**config.mk**
```make
export PLATFORM = sky130hd
export DESIGN_NAME = mem_access_stage
export DESIGN_NICKNAME = d
export VERILOG_FILES = /design/src/rtl/mem_access_stage.sv
export SDC_FILE = /design/constraint.sdc
export NUM_CORES = 1
export LEC_CHECK = 0
export CAP_MARGIN = 20
export CORE_MARGIN = 5
export CORE_UTILIZATION = 44
export DETAILED_ROUTE_END_ITERATION = 16
export GPL_ROUTABILITY_DRIVEN = 0
export HOLD_SLACK_MARGIN = 0.05
export PLACE_DENSITY = 0.84
export SETUP_SLACK_MARGIN = 0.3
export SLEW_MARGIN = 40
export SYNTH_ARGS = -nofsm -noshare
export SYNTH_HDL_FRONTEND = slang
export SYNTH_SLANG_ARGS = --single-unit
```
**constraint.sdc**
```tcl
create_clock -name clock -period 2.6 [get_ports clock]
set_clock_uncertainty 0.2 [all_clocks]
set_input_delay 0.39 -clock clock [delete_from_list [all_inputs] [get_ports clock]]
set_output_delay 0.39 -clock clock [all_outputs]
set_load 0.02 [all_outputs]
```
**src/rtl/mem_access_stage.sv**
```systemverilog
// MEM stage: runs loads/stores on a req/ack data bus, stalls upstream
// while busy, and holds the MEM/WB pipeline register.
module mem_access_stage #(
  parameter int TIMEOUT = 255
) (
  input  logic        clock,
  input  logic        reset,
  input  logic [1:0]  WBreg,
  input  logic [2:0]  Mreg,
  input  logic [31:0] ALUreg,
  input  logic [31:0] WriteDataOut,
  input  logic [4:0]  RegRDreg,
  output logic        mem_req,
  output logic        mem_we,
  output logic [31:0] mem_addr,
  output logic [31:0] mem_wdata,
  input  logic        mem_ack,
  input  logic [31:0] mem_rdata,
  output logic        stall,
  output logic [1:0]  WBout,
  output logic [31:0] ReadData,
  output logic [31:0] ALUPass,
  output logic [4:0]  RegRDout,
  output logic        mem_err
);

  typedef enum logic [1:0] {
    IDLE = 2'd0,
    BUSY = 2'd1,
    DONE = 2'd2
  } state_e;

  localparam logic [7:0] CNT_LAST = 8'(TIMEOUT - 1);

  state_e state_q, state_d;

  logic        req_q, req_d;
  logic        we_q, we_d;
  logic [31:0] addr_q, addr_d;
  logic [31:0] wdata_q, wdata_d;
  logic [1:0]  wb_q, wb_d;
  logic [31:0] rdata_q, rdata_d;
  logic [31:0] alu_q, alu_d;
  logic [4:0]  rd_q, rd_d;
  logic        err_q, err_d;
  logic        errf_q, errf_d;
  logic [31:0] rbuf_q, rbuf_d;
  logic [7:0]  cnt_q, cnt_d;

  logic acc, illegal, misal, acc_ok, tmo;

  assign acc     = Mreg[1] ^ Mreg[0];
  assign illegal = Mreg[1] & Mreg[0];
  assign misal   = acc && (ALUreg[1:0] != 2'b00);
  assign acc_ok  = acc && !misal;
  assign tmo     = (cnt_q == CNT_LAST);

  always_ff @(posedge clock) begin
    if (reset) state_q <= IDLE;
    else       state_q <= state_d;
  end

  always_comb begin
    state_d = state_q;
    unique case (state_q)
      IDLE:    if (acc_ok) state_d = BUSY;
      BUSY:    if (mem_ack || tmo) state_d = DONE;
      DONE:    state_d = IDLE;
      default: state_d = IDLE;
    endcase
  end

  always_comb begin
    stall   = 1'b0;
    req_d   = req_q;
    we_d    = we_q;
    addr_d  = addr_q;
    wdata_d = wdata_q;
    wb_d    = wb_q;
    rdata_d = rdata_q;
    alu_d   = alu_q;
    rd_d    = rd_q;
    err_d   = 1'b0;
    errf_d  = errf_q;
    rbuf_d  = rbuf_q;
    cnt_d   = cnt_q;
    unique case (state_q)
      IDLE: begin
        if (acc_ok) begin
          stall   = 1'b1;
          wb_d    = 2'b00;
          req_d   = 1'b1;
          we_d    = Mreg[0];
          addr_d  = ALUreg;
          wdata_d = WriteDataOut;
          cnt_d   = 8'd0;
        end else if (illegal || misal) begin
          wb_d    = 2'b00;
          rdata_d = 32'd0;
          alu_d   = ALUreg;
          rd_d    = RegRDreg;
          err_d   = 1'b1;
        end else begin
          wb_d    = WBreg;
          rdata_d = 32'd0;
          alu_d   = ALUreg;
          rd_d    = RegRDreg;
        end
      end
      BUSY: begin
        stall = 1'b1;
        wb_d  = 2'b00;
        if (mem_ack) begin
          rbuf_d = we_q ? 32'd0 : mem_rdata;
          req_d  = 1'b0;
        end else if (tmo) begin
          rbuf_d = 32'd0;
          req_d  = 1'b0;
          errf_d = 1'b1;
        end else begin
          cnt_d = cnt_q + 8'd1;
        end
      end
      DONE: begin
        // EX/MEM still holds the finished access; never re-issue it
        wb_d    = errf_q ? 2'b00 : WBreg;
        rdata_d = rbuf_q;
        alu_d   = ALUreg;
        rd_d    = RegRDreg;
        err_d   = errf_q;
        errf_d  = 1'b0;
      end
      default: ;
    endcase
  end

  always_ff @(posedge clock) begin
    if (reset) begin
      req_q   <= 1'b0;
      we_q    <= 1'b0;
      addr_q  <= 32'd0;
      wdata_q <= 32'd0;
      wb_q    <= 2'b00;
      rdata_q <= 32'd0;
      alu_q   <= 32'd0;
      rd_q    <= 5'd0;
      err_q   <= 1'b0;
      errf_q  <= 1'b0;
      rbuf_q  <= 32'd0;
      cnt_q   <= 8'd0;
    end else begin
      req_q   <= req_d;
      we_q    <= we_d;
      addr_q  <= addr_d;
      wdata_q <= wdata_d;
      wb_q    <= wb_d;
      rdata_q <= rdata_d;
      alu_q   <= alu_d;
      rd_q    <= rd_d;
      err_q   <= err_d;
      errf_q  <= errf_d;
      rbuf_q  <= rbuf_d;
      cnt_q   <= cnt_d;
    end
  end

  assign mem_req   = req_q;
  assign mem_we    = we_q;
  assign mem_addr  = addr_q;
  assign mem_wdata = wdata_q;
  assign WBout     = wb_q;
  assign ReadData  = rdata_q;
  assign ALUPass   = alu_q;
  assign RegRDout  = rd_q;
  assign mem_err   = err_q;

endmodule

```
# ---- Yosys cells after proc, flatten, opt, wreduce, memory -nomap -nowiden
# Index checks and enable logic that the tools add are counted.
dict set report word_totals {
  wordCells 77
  reg_bits 181
  output_inout_bits 139
}
dict set report op_classes {
  reduce_logical 19
  n_mux 32
  n_eq_ne 10
  add_sub_neg 1
  bitwise 2
}
# cell n
set ops {}
lappend ops {{$mux 32} 5}
lappend ops {{$pmux 32 s2} 2}
lappend ops {{$mux 8} 3}
lappend ops {{$pmux 8 s2} 1}
lappend ops {{$ne 2x2->1 const B} 6}
lappend ops {{$mux 2} 5}
lappend ops {{$pmux 5 s2} 1}
lappend ops {{$reduce_bool 2->1} 5}
lappend ops {{$add 8x1->8 const B} 1}
lappend ops {{$eq 8x8->1 const B} 1}
lappend ops {{$mux 1} 8}
lappend ops {{$pmux 1 s2} 4}
lappend ops {{$reduce_and 2->1} 4}
lappend ops {{$pmux 2 s3} 1}
lappend ops {{$reduce_and 3->1} 2}
lappend ops {{$mux 5} 1}
lappend ops {{$pmux 2 s2} 1}
lappend ops {{$reduce_and 4->1} 1}
lappend ops {{$ne 3x3->1 const B} 1}
lappend ops {{$reduce_bool 3->1} 1}
lappend ops {{$eq 2x1->1 const B} 1}
lappend ops {{$eq 2x2->1 const B} 1}
lappend ops {{$logic_and 1x1->1} 2}
lappend ops {{$logic_not 2->1} 1}
lappend ops {{4 further kinds} 5}

# ---- Logic depth before layout (Yosys ltp)
# Gate-level depths: netlist of the first run.
dict set report logic_depth {
  word_depth 6
  ltp_mapped 10
  mapped_depth_nobuf 6
}

# ---- Worst setup path before layout of the first run
# No wires, ideal clock.
dict set report synth_timing {
  path_kind {flip-flop to output port}
  start {register state_q[0]}
  end {output stall}
  n_path_buf 4
  t_arrival_ps 1549
  path_slack_ps 461
  required_time_ps 2010
  stages_incl_launch_ff 9
  cell_sequence {dfxtp_1 > inv_1 > ha_1 > buf_4 > nand4bb_1 > clkbuf_1 > buf_2 > buf_2 > nand2_1}
}
dict set report synth_via {
  elab_chain_cells 2
  word_cells_on_any_way 3
  classes_between {1 x eq/ne; 1 x mux; 1 x reduce/logical}
}
# item line_no
set synth_rtl {}
lappend synth_rtl {{start, declared} 35} ;# state_e state_q, state_d;
lappend synth_rtl {{start signal, assigned} 60} ;# else state_q <= state_d;
lappend synth_rtl {{$eq 2x1->1 / $logic_not 2->1 (equally long branches)} 87} ;# unique case (state_q)
lappend synth_rtl {{$pmux 1 s2 (*)} 87}
lappend synth_rtl {{end, declared} 19} ;# output logic stall,
# Every way passes the cells marked *; elsewhere a longest branch is shown, timed or not.

# ---- Worst setup path after layout of the first run
dict set report layout_timing {
  start {input Mreg[0]}
  end {output stall}
}
dict set report layout_via {
  elab_chain_cells 6
}
# item line_no
set layout_rtl {}
lappend layout_rtl {{start, declared} 9} ;# input logic [2:0] Mreg,
lappend layout_rtl {{$xor 1x1->1 (*)} 52} ;# assign acc = Mreg[1] ^ Mreg[0];
lappend layout_rtl {{$logic_and 1x1->1} 54} ;# assign misal = acc && (ALUreg[1:0] != 2'b00);
lappend layout_rtl {{$logic_not 1->1} 55} ;# assign acc_ok = acc && !misal;
lappend layout_rtl {{$logic_and 1x1->1 (*)} 55}
lappend layout_rtl {{$mux 1 (*)} 89} ;# if (acc_ok) begin
lappend layout_rtl {{$pmux 1 s2 (*)} 87}
# Marks and branches as above.

==> flow_summary_export.csv, run 1 <==
group,metric,value,unit
clocking,clockBufferDepth,2,
detailed_routing,avgRoutedWirePerCell,16.9,um
worst_setup_path,endpoint_kind,"output pin",
pwr,intPower,4.87,mW
synth,yosys-top-cells-area,"dfxtp_1 55%, nand2_1 12%, a21oi_1 8.3%",
clocking,numCtsBuffers,17,
floorplan,core,14600,um2
clocking,htree_levels,4,
timing,final-hold-violation-count,0,
synth,netlist.area_leader.share,54.7,%
detailed_routing,routed_via_density,5.27,
placed_design,post-dp-hpwl,13700,um
timing,fmax,461,MHz
worst_setup_path,crit_type,"input port to output pin",
floorplan,dieArea,17600,um2
detailed_routing,drc,0,
synth,async_flop_share,0,%
placed_design,port_buffers,246,
detailed_routing,drtAntennaViolNets,0,
clocking,clkTransAtPathRegs,0.06,ns
pwr,p_sw_share,26.9,%
timing,slew_headroom,52.9,%
worst_setup_path,r2r_slack,0.45,ns
worst_setup_path,worst_setup_path_start_kind,"input port",
timing,period_minus_slack,2.17,ns
synth,synth_most_common_cell,"nand2_1",
timing,rsz0062_at_grt,"no",
clocking,cts-root-buf,"clkbuf_16",
grt,grt_use_total,22.2,%
worst_setup_path,critPathMaxFanout,4,
detailed_routing,dr.pass1.iters,5,
hold_path,hp-class,"register to register",
timing,worst_slew_pin_slew,0.699,ns
floorplan,rows,44,
floorplan,dieHeight,133,um
pwr,peakVddDrop,515,uV
clocking,postCtsHoldBufs,0,
cells_and_area,syn2layout_area_growth,50.5,%
synth,yosysSeqAreaShare,54.7,%
synth,postSynthAreaPerCell,8.50,um2
synth,syn_inst,780,
pwr,p_comb_share,16.3,%
clocking,clk_latency,0.42,ns
synth,synth_edf_count,0,
placed_design,dp_slack,-0.0849,ns
timing,worst_slack,0.431,ns
synth,synth_area,6630,um2
grt,overflow,0,
clocking,cts.sinks,181,
placed_design,placed_cell_area,9320,um2
grt,grt_antenna_before_repair,0,
cells_and_area,final_area,9980,um2
synth,yosys_warnings,0,
floorplan,initial_core_util,45.3,%
grt,grt_pass1_wl,31800,um
timing,setup_violations,0,
pwr,p_leak,3.61,nW
detailed_routing,via_count,6341,
detailed_routing,initialDrtViolationCount,463,
detailed_routing,wl,20300,um
cells_and_area,finalNetCount,1123,
cells_and_area,drive_above_1_share,6.76,%
pwr,power.density,667,nW/um2
synth,synth_top_cells_by_count,"213 x nand2_1, 181 x dfxtp_1, 110 x a21oi_1",
synth,ys.flop_type,"dfxtp_1",
timing,drv_slew,0,
floorplan,io_pins,248,
clocking,cts_tree,"done",
synth,syn-num-nets,896,
floorplan,die_w,133,um
timing,fin_crit_sh,83.4,%
pwr,p_sw,1.79,mW
synth,synth_top_area_cell,"dfxtp_1",
run,cap_violations,0,
status,outcome,"complete, no violations",
synth,synth-seq-cells,181,
worst_setup_path,arrival,1.58,ns
pwr,clockPowerShare,39.3,%
cells_and_area,final_util,68.1,%
cells_and_area,antennaDiodeCount,0,
cells_and_area,fillers,1152,
synth,synth.distinct_cells,43,
grt,grt_pass1_vias,6093,
worst_setup_path,required,2.01,ns
grt,grt_max_degree,106,
pwr,seq_power_share,44.4,%
-- power by group through the flow --
stage               sequential (mW)  clock (mW)  combinational [mW]
floorplan                      3.14           0               0.380
global placement               3.01           0                1.04
detailed placement             3.02           0                1.07
CTS                            2.96        2.66                1.08
global route                   2.97        2.78                1.16
finish                         2.96        2.62                1.08
-- placed cells by master, fill, tap and decap left out, types with 3 or more instances in the layout --
master           synthesis  final
a211oi_1                 3      3
a21oi_1                110    110
a22oi_1                 66     66
a31oi_1                  4      4
and2_1                   4      4
buf_12                   0      7
buf_4                    9     15
clkbuf_16                0     18
clkdlybuf4s50_1          0    244
dfxtp_1                181    181
ha_1                     7      5
inv_1                    8      7
inv_6                    0      7
nand2_1                213    213
nand2b_1                 4      4
nand3_1                  5      5
nor2_1                  70     69
o21ai_0                 10     10
-- layer usage --
metal	global-route usage (%)	part of all wire (%)	vias up
li1	-	-	3102
met1	26.1	40	2936
met2	37.2	49	267
met3	7.74	8.3	36
met4	8.55	2.5	0
met5	0	0	-
-- path summary, 6_finish.rpt --
path	cells after the start	from	end
worst max register to register	8	state_q[1]	rbuf_q[3]
worst min-delay path	2	mem_addr[3]	mem_addr[3]
worst max-delay path	5	Mreg[0]	stall
worst min register to register	2	mem_addr[3]	mem_addr[3]
-- sequential cells by signal, indices dropped and copies added (netlist names), 2 cells and up --
name       count
mem_addr      32
rbuf_q        32
ALUPass       32
cnt_q          8
mem_wdata     32
ReadData      32
state_q        2
RegRDout       5
WBout          2
-- worst max-delay path: stages --
cell and delay [ns]:
clkdlybuf4s50_1 0.47, ha_4 0.33, nand4bb_4 0.12, nand2_1 0.09, buf_2 0.17
-- timing repair --
| item | in CTS | in global routing |
|---|---|---|
| resized for setup | 6 | 4 |
| endpoints found under the setup margin | 2 | 81 |
| cloned | 0 | 1 |
| pin swaps | 0 | 2 |
| buffers inserted | 0 | 2 |
-- cell type report --
class	instances	area, um2	area share (%)
clock buffers	18	439	4.40
clock inverters	14	161	1.62
inverters	8	30.0	0.301
multi-input cells	528	2720	27.2
flip-flops and latches	181	3620	36.3
well taps	184	230	2.31
repair buffers	271	2780	27.8
-- metrics by stage --
step | std cells | power, mW | hold WS [ns] | TNS, ns
floorplan | 780 | 3.52 | 0.242 | 0
global placement | 1168 | 4.06 | 0.241 | -3.10
detailed placement | 1169 | 4.09 | 0.245 | -1.07
CTS | 1201 | 6.70 | 0.255 | 0
global route | 1204 | 6.91 | 0.266 | 0
finish | 1204 | 6.66 | 0.253 | 0
-- cells by family after synthesis --
family | Yosys count | share of synthesized area (%)
adders and majority gates | 7 | 1.32
AOI/OAI and AO/OA | 206 | 19.4
and+or+nand+nor | 314 | 19.3
DFF | 181 | 54.7
muxes | 1 | 0.151
buffers and inverters | 71 | 5.23
Note: power is estimated with default switching activity, not from simulation.
==> inputs of run 2 (changes only) <==
--- a/config.mk
+++ b/config.mk
@@ -7,11 +7,11 @@
 export LEC_CHECK = 0
 export CAP_MARGIN = 20
 export CORE_MARGIN = 5
-export CORE_UTILIZATION = 44
+export CORE_UTILIZATION = 40
 export DETAILED_ROUTE_END_ITERATION = 16
 export GPL_ROUTABILITY_DRIVEN = 0
 export HOLD_SLACK_MARGIN = 0.05
-export PLACE_DENSITY = 0.84
+export PLACE_DENSITY = 0.8
 export SETUP_SLACK_MARGIN = 0.3
 export SLEW_MARGIN = 40
 export SYNTH_ARGS = -nofsm -noshare
==> constraint.sdc (replaced) <==
create_clock -name clock -period 1.9 [get_ports clock]
set_clock_uncertainty 0.2 [all_clocks]
set_input_delay 0.285 -clock clock [delete_from_list [all_inputs] [get_ports clock]]
set_output_delay 0.285 -clock clock [all_outputs]
set_load 0.02 [all_outputs]
==> run 2 against run 1 <==
Effect of this change: the run now ends with setup timing left; sequential share of layout area shrank 4.1 points; largest cell class unchanged; critical path depth increased by 4; sequential power is 37% higher; total power increased by 43%; setup slack got worse by 0.51 ns; die area rose by 9.2%; cell count rose by 6.6%; routed wire length increased by 13%; non-clock buffer count up 43.
==> flow_summary_export.csv, run 2 (synthesis results as in run 1) <==
group,metric,value,unit
clocking,htree_levels,4,
worst_setup_path,arrival,2.12,ns
clocking,clkTransAtPathRegs,0.08,ns
cells_and_area,drive_above_1_share,23.6,%
pwr,p_comb_share,20.0,%
cells_and_area,syn2layout_area_growth,70.3,%
placed_design,port_buffers,246,
floorplan,initial_core_util,40.4,%
grt,grt_max_degree,51,
pwr,peakVddDrop,637,uV
timing,drv_slew,0,
status,violations,"setup timing",
timing,worst_slack,-0.0794,ns
timing,slew_headroom,70.6,%
floorplan,dieArea,19300,um2
cells_and_area,final_area,11300,um2
cells_and_area,regArea,3630,um2
grt,grt_antenna_before_repair,0,
cells_and_area,final_common_cell,"nand2_1",
detailed_routing,via_count,6601,
placed_design,placed_cell_area,9760,um2
pwr,clockPowerShare,37.4,%
clocking,clk_latency,0.43,ns
worst_setup_path,cp_slowest_cell,"dfxtp_4",
placed_design,place_inst,1224,
timing,worst_slew_pin_slew,0.440,ns
timing,fin_crit_sh,104,%
pwr,intPower,6.67,mW
clocking,numCtsBuffers,17,
grt,grt_use_total,20.0,%
timing,tns,-0.0896,ns
floorplan,die_w,139,um
worst_setup_path,required,2.04,ns
detailed_routing,initialDrtViolationCount,345,
cells_and_area,antennaDiodeCount,0,
pwr,p_sw,2.82,mW
clocking,cts-root-buf,"clkbuf_16",
floorplan,rows,47,
detailed_routing,drtAntennaViolNets,0,
detailed_routing,avgRoutedWirePerCell,17.8,um
detailed_routing,drc,0,
status,outcome,"complete, but fails checks",
floorplan,core,16400,um2
floorplan,dieHeight,139,um
grt,grt_pass1_wl,31900,um
clocking,cts.sinks,181,
timing,final-hold-violation-count,0,
worst_setup_path,crit_type,"register to register",
worst_setup_path,endpoint_kind,"register",
detailed_routing,dr.pass1.iters,5,
pwr,p_sw_share,29.7,%
grt,overflow,0,
cells_and_area,finalNetCount,1166,
worst_setup_path,crit_path_cell_trace,"inv_4 -> ha_4 -> buf_8 -> nor4bb_4 -> buf_6 -> nor2_4 -> clkbuf_16 -> nand2_1 -> a21oi_1",
pwr,p_leak,4.26,nW
pwr,seq_power_share,42.7,%
pwr,power.density,840,nW/um2
worst_setup_path,critPathMaxFanout,11,
timing,rsz0062_at_grt,"yes",
detailed_routing,wl,22900,um
placed_design,dp_slack,-0.530,ns
timing,fmax,505,MHz
cells_and_area,layout_common_cells,"197 x nand2_1, 177 x dfxtp_1, 104 x clkdlybuf4s50_1, 91 x a21oi_1, 87 x clkdlybuf4s15_1",
placed_design,post-dp-hpwl,13800,um
floorplan,io_pins,248,
cells_and_area,multi_input_area,3220,um2
clocking,clockBufferDepth,2,
worst_setup_path,worst_setup_path_start_kind,"register",
hold_path,hp-class,"input port to register",
detailed_routing,routed_via_density,5.14,
cells_and_area,layout.cells.non_filler,1283,
timing,period_minus_slack,1.98,ns
grt,grt_pass1_vias,6108,
worst_setup_path,max_stage_delay,0.38,ns
run,cap_violations,0,
timing,setup_violations,3,
cells_and_area,fillers,1165,
clocking,cts_tree,"done",
==> run 2: cell count changes in the layout (fill, tap and decap cells not counted), moves of 11 or more <==
cell,delta
a21oi_1,-19
a21oi_2,+18
a22oi_1,-45
a22oi_2,+45
buf_4,+11
clkbuf_16,+11
clkdlybuf4s15_1,+87
clkdlybuf4s15_2,+42
clkdlybuf4s50_1,-140
nand2_1,-16
nand2_4,+14
==> run 2: what timing repair did <==
item	in CTS	in global routing
setup endpoints to repair	320	272
gates cloned	0	14
gates resized for setup	330	96
hold buffers	1	0
buffers inserted	4	8
pin swaps	3	53
hold endpoints to repair	1	0
==> run 2: worst paths after layout <==
check,endpoint,cells after the start,start,slack (ns)
max,ALUPass[15],9,state_q[0],-0.08
min reg2reg,mem_wdata[19],2,mem_wdata[19],0.25
min,mem_wdata[3],3,WriteDataOut[3],0.20
max reg2reg,ALUPass[15],9,state_q[0],-0.08
==> run 2: through the flow <==
step	power (mW)	util, %	hold slack (ns)
finish	9.49	68.8	0.196
global route	9.84	68.8	0.194
CTS	9.23	64.0	0.178
detailed placement	5.72	59.5	0.246
global placement	5.70	59.5	0.240
floorplan	4.92	-	0.221
==> run 2: power by group through the flow <==
stage | Sequential, mW | Combinational, mW | Clock, mW
final | 4.05 | 1.89 | 3.54
after global routing | 4.07 | 2.00 | 3.78
after CTS | 4.04 | 1.59 | 3.60
after detailed placement | 4.13 | 1.59 | 0
after global placement | 4.12 | 1.58 | 0
after floorplan | 4.30 | 0.614 | 0
==> run 2: critical path, delay by kind of cell, from the launching register on <==
kind / cells / cell delay (ns)
AO/OA/AOI/OAI: 1 / 0.21
buffers and inverters: 4 / 0.52
flip-flops: 1 / 0.38
AND/OR/NAND/NOR: 3 / 0.41
adder cells (fa/ha/maj): 1 / 0.17
==> run 2: metal layers <==
layer | wire length, um | track usage [%]
met5 | 0 | 0
met4 | 688 | 6.75
met3 | 2030 | 9.03
met2 | 11300 | 32.5
met1 | 8900 | 23.6
==> run 2: cell type report <==
type / count / share of cell area (%)
well taps: 220 / 2.44
clock buffers: 17 / 3.77
flip-flops and latches: 181 / 32.2
inverters: 8 / 0.310
repair buffers: 314 / 31.2
clock inverters: 15 / 1.54
multi-input cells: 528 / 28.5
